File: src/rtl/irq_encoder16_pkg.sv
// Shared constants and FSM encoding for the 16-source interrupt encoder.
package irq_encoder16_pkg;
  localparam int N_SRC = 16;
  localparam int IDX_W = 4;

  typedef enum logic {
    IDLE    = 1'b0,
    PRESENT = 1'b1
  } state_e;
endpackage

File: src/rtl/irq_encoder16_prio_enc16.sv
// Rotating priority encoder: first set bit of elig at or above start, wrapping 15 -> 0.
module prio_enc16
  import irq_encoder16_pkg::*;
(
  input  logic [N_SRC-1:0] elig,
  input  logic [IDX_W-1:0] start,
  output logic             found,
  output logic [IDX_W-1:0] sel
);
  logic [N_SRC-1:0] rot;
  logic [IDX_W-1:0] low;

  // rot[i] is source (start + i) mod 16, so bit 0 is the highest-priority slot
  always_comb begin
    rot = '0;
    for (int i = 0; i < N_SRC; i++) begin
      rot[i] = elig[IDX_W'(i) + start];
    end
  end

  always_comb begin
    found = 1'b0;
    low   = '0;
    for (int i = N_SRC - 1; i >= 0; i--) begin
      if (rot[i]) begin
        found = 1'b1;
        low   = IDX_W'(i);
      end
    end
  end

  assign sel = low + start;
endmodule

File: src/rtl/irq_encoder16.sv
// 16-line interrupt encoder: pending capture, masking, fixed/round-robin select, valid/ack hold.
module irq_encoder16
  import irq_encoder16_pkg::*;
#(
  parameter bit ROUND_ROBIN = 1'b0,
  parameter bit EDGE        = 1'b1
) (
  input  logic             clk,
  input  logic             rst,
  input  logic [N_SRC-1:0] req,
  input  logic [N_SRC-1:0] mask,
  input  logic             ack,
  output logic             valid,
  output logic [IDX_W-1:0] idx,
  output logic [N_SRC-1:0] pending
);
  state_e           state_q;
  logic [IDX_W-1:0] idx_q, last_q;
  logic [N_SRC-1:0] pend_q, pend_d, req_q;
  logic [N_SRC-1:0] set_v, clr_v, elig;
  logic [IDX_W-1:0] start, sel;
  logic             found, accept;

  assign accept = (state_q == PRESENT) && ack;
  assign set_v  = EDGE ? (req & ~req_q) : req;
  assign clr_v  = accept ? ({{(N_SRC-1){1'b0}}, 1'b1} << idx_q) : '0;
  // set is OR-ed after the clear so a fresh event on the acked line survives
  assign pend_d = (pend_q & ~clr_v) | set_v;
  assign elig   = pend_q & ~mask;
  assign start  = ROUND_ROBIN ? IDX_W'(last_q + 1'b1) : '0;

  prio_enc16 u_prio (
    .elig  (elig),
    .start (start),
    .found (found),
    .sel   (sel)
  );

  always_ff @(posedge clk) begin
    if (rst) begin
      state_q <= IDLE;
      idx_q   <= '0;
      last_q  <= '1;
      pend_q  <= '0;
      req_q   <= '0;
    end else begin
      req_q  <= req;
      pend_q <= pend_d;
      case (state_q)
        IDLE: begin
          if (found) begin
            idx_q   <= sel;
            state_q <= PRESENT;
          end
        end
        PRESENT: begin
          if (ack) begin
            last_q  <= idx_q;
            state_q <= IDLE;
          end
        end
        default: state_q <= IDLE;
      endcase
    end
  end

  assign valid   = (state_q == PRESENT);
  assign idx     = idx_q;
  assign pending = pend_q;
endmodule

File: config.mk
export PLATFORM = sky130hd
export DESIGN_NAME = irq_encoder16
export DESIGN_NICKNAME = d
export VERILOG_FILES = /design/src/rtl/irq_encoder16_pkg.sv /design/src/rtl/irq_encoder16_prio_enc16.sv /design/src/rtl/irq_encoder16.sv
export SDC_FILE = /design/constraint.sdc
export NUM_CORES = 1
export LEC_CHECK = 0
export ABC_AREA = 1
export ABC_CLOCK_PERIOD_IN_PS = 3400
export BUFFER_PORTS_ARGS = -buffer_cell sky130_fd_sc_hd__buf_4
export CAP_MARGIN = 10
export CORE_UTILIZATION = 52
export DETAILED_ROUTE_END_ITERATION = 10
export PLACE_DENSITY = 0.94
export SYNTH_ARGS = -nofsm -noshare
export SYNTH_HDL_FRONTEND = slang
export SYNTH_SLANG_ARGS = --single-unit
export TNS_END_PERCENT = 50
File: constraint.sdc
create_clock -name clk -period 3.4 [get_ports clk]
set_clock_uncertainty 0.15 [all_clocks]
set_input_delay 0.17 -clock clk [delete_from_list [all_inputs] [get_ports clk]]
set_output_delay 0.17 -clock clk [all_outputs]
set_load 0.05 [all_outputs]
==> impl_results.md <==
* Synth warnings at 0
* Worst-path fanout max at 5
* Slew Limit Headroom at 69.5%
* Count of distinct cell types in the synthesized netlist at 19
* Dominant combinational cell family by area after synthesis: simple AND/OR/NAND/NOR gates
* Largest net degree at the start of global routing at 37
* Highest attainable clock frequency at 626 MHz
* Slew at the pin with the worst max-slew slack at ~0.46 ns
* Share of cells above drive strength 1 at 24.6%
* GRT Total Usage at between 20 and 25%
* Highest-count cells in the layout ignoring fill and taps: 61 x sky130_fd_sc_hd__nor2_1, 55 x sky130_fd_sc_hd__buf_4, 51 x sky130_fd_sc_hd__nand2_1
* Fraction of power consumed by sequential logic at 44.3%
* Port Buffers at 55
* Core box area at 2830 µm²
* Number of global-route vias before repair at roughly 1500
* Data arrival time of the critical path at roughly 1.7 ns
* Worst min-delay path category: in2reg
* Row Count at 19
* Multiplexer area fraction after synthesis at 0%
* Clock tree buffer depth at 2
* Total negative setup slack at 0 ns
* H-tree depth reported by CTS at 2
* TritonCTS Buffers at 5
* Flip-flop and latch count after synthesis at 37
* Worst slack, placed at 1.84 ns
* P_sw at 365 µW
* Average wire per standard cell at around 11 µm
* Weighted congestion at the end of routability-driven global placement at ~0.81
* Overall die area at approximately 3300 µm²
* Fraction of power spent switching nets at 32.5%
* ANT cells at 0
* Failing checks: design-rule violations
* Post-CTS sizing at 0
* Wire length of the first global-routing pass at about 6000 µm
* Register area share after synthesis at 46.3%
* Mean Syn Cell Area at between 6 and 7 µm²
* Setup repair bufs after CTS at 0
* Leak Pwr at between 1 and 1.5 nW
* Synthesized-area fraction occupied by xor and xnor cells at 0%
* CTS tree: done
* Drt total wl at 3870 µm
* Synthesized-area fraction occupied by adder cells at 0%
* Via density per instance at 4.77
* Max-cap violations at 0
* Post-route minimum period at 1.60 ns
* DPL Wire Length at approximately 2700 µm
* Commonest non-fill, non-tap cell in the layout: sky130_fd_sc_hd__nor2_1
* 1st-iter DRT viols at between 60 and 70
* Final setup violating endpoints at 0
* Number of DRC violations after detailed routing at 4
* Synth-to-Final Area Change at 43.5%
* Kind of end point of the critical path: flop
* Peak VDD IR at 369 µV
* Antenna Violating Nets Remaining at 0
* Synthesized netlist net count at 272
* Outcome: complete, but fails checks
* Clock net sink count at 37
* Share of the cycle needed by the critical path after routing at between 40% and 50%
* Clock Power Share at 28.3%
* Number of antenna violations at the first check in global routing at 0
* Final count of pins violating max slew at 0
* Post-layout worst setup margin at 1.80 ns
* Total I/O pin count at 56
* Total count of hold-check failures in the final report at 0
* Height of the chip at about 57 µm
* RSZ-0062 raised after global routing: no
* Starting density of the core at between 50% and 60%
* Worst Setup Path Type: reg2reg
* Clock slew at the register clock pins of the worst setup and hold paths at around 0.11 ns
* Clk Latency, worst-skew pair at 0.34 ns
* Net total in the final layout at 347
* Internal power component at ~760 µW
* Post-Syn Area at 1600 µm²
* Simple-gate area share of the yosys netlist at 32.9%
* Combinational fraction of design power at 27.4%
* Pwr per Cell Area at 489 nW/µm²
* Worst endpoint required time at roughly 3.5 ns
* Category of the worst setup path launch point: flop
* GR Overflow Total at 0
* Clock Root Buffer: sky130_fd_sc_hd__clkbuf_4
* Router iterations before antenna repair at 7
* Cell count after synthesis at 237
* Count of vias placed by the detailed router at 1641
* Complex-gate fraction of the synthesized area at 10.4%
* Horiz. Die Dim at 57.5 µm
==> per-stage QoR <==
| step | std cells | power, mW | instance area [µm²] | hold slack, ns | utilization [%] |
|---|---|---|---|---|---|
| finish | 344 | 1.12 | 2300 | 0.0567 | 81.2 |
| global placement | 319 | 0.788 | 2040 | 0.233 | 72.0 |
| global route | 344 | 1.17 | 2300 | 0.0680 | 81.2 |
| CTS | 344 | 1.12 | 2300 | 0.0406 | 81.2 |
| detailed placement | 319 | 0.794 | 2040 | 0.238 | 72.0 |
| floorplan | 237 | 0.700 | 1600 | 0.145 | - |
==> power groups by stage <==
stage / logic [mW] / registers, mW / clock network (mW)
after floorplan: 0.117 / 0.584 / 0
after global placement: 0.283 / 0.505 / 0
after detailed placement: 0.288 / 0.506 / 0
after CTS: 0.305 / 0.496 / 0.323
after global routing: 0.331 / 0.502 / 0.337
final: 0.307 / 0.497 / 0.318
==> worst paths after layout <==
kind	startpoint	end	slack, ns	cells after the start
setup / recovery	pending[14]	idx[0]	1.80	8
hold / removal	mask[1]	idx[0]	0.06	6
setup reg to reg	pending[14]	idx[0]	1.80	8
hold reg to reg	idx[3]	idx[3]	0.36	2
==> critical path: stages, from the launching register on <==
cell and delay [ns]:
sky130_fd_sc_hd__dfxtp_1 0.34, sky130_fd_sc_hd__nand2_1 0.09, sky130_fd_sc_hd__o21ai_1 0.14, sky130_fd_sc_hd__o41ai_4 0.37
sky130_fd_sc_hd__nand2_2 0.14, sky130_fd_sc_hd__clkinv_2 0.08, sky130_fd_sc_hd__nor2_1 0.04, sky130_fd_sc_hd__nand2_1 0.08
sky130_fd_sc_hd__a21oi_2 0.05
==> area by class of cell <==
cell class	instances	area, µm²
repair buffers	72	583
clock inverters	2	37.5
flip-flops and latches	37	741
well taps	31	38.8
inverters	40	151
clock buffers	6	51.3
multi-input cells	156	693
fillers	179	533
==> routing by layer <==
metal | wire length (µm) | track usage, % | up-vias
li1 | - | - | 861
met1 | 1620 | 27.0 | 720
met2 | 1950 | 43.9 | 50
met3 | 216 | 5.67 | 10
met4 | 80 | 12.5 | 0
met5 | 0 | 0 | -
==> flip-flops by register name (all words and copies together) (netlist names) <==
register / flops
req_q: 16
idx: 4
valid: 1
pending: 16
==> synthesized netlist by cell type (all sizes together) <==
cell type	count	area (µm²)
clkbuf	4	15.0
o21bai	1	7.51
nor2	62	235
nor3	8	40.0
nand2	59	246
o21ai	2	10.0
a21oi	20	108
clkinv	1	5.00
inv	39	146
a31oi	1	6.26
dfxtp	37	741
o41ai	1	27.5
nand3	1	5.00
o31ai	1	7.51
==> what timing repair did <==
item | in CTS | in global routing
setup endpoints to repair | 0 | 0
endpoints found under the hold margin | 17 | 0
hold buffers | 17 | 0
==> kinds of logic (layout without fill, tap and decap cells) <==
logic type	count (synthesis)	after routing
buffers and inverters	44	120
and+or+nand+nor	130	130
AOI/OAI and AO/OA	26	26
DFF	37	37
(Power assumes the default switching activity.)
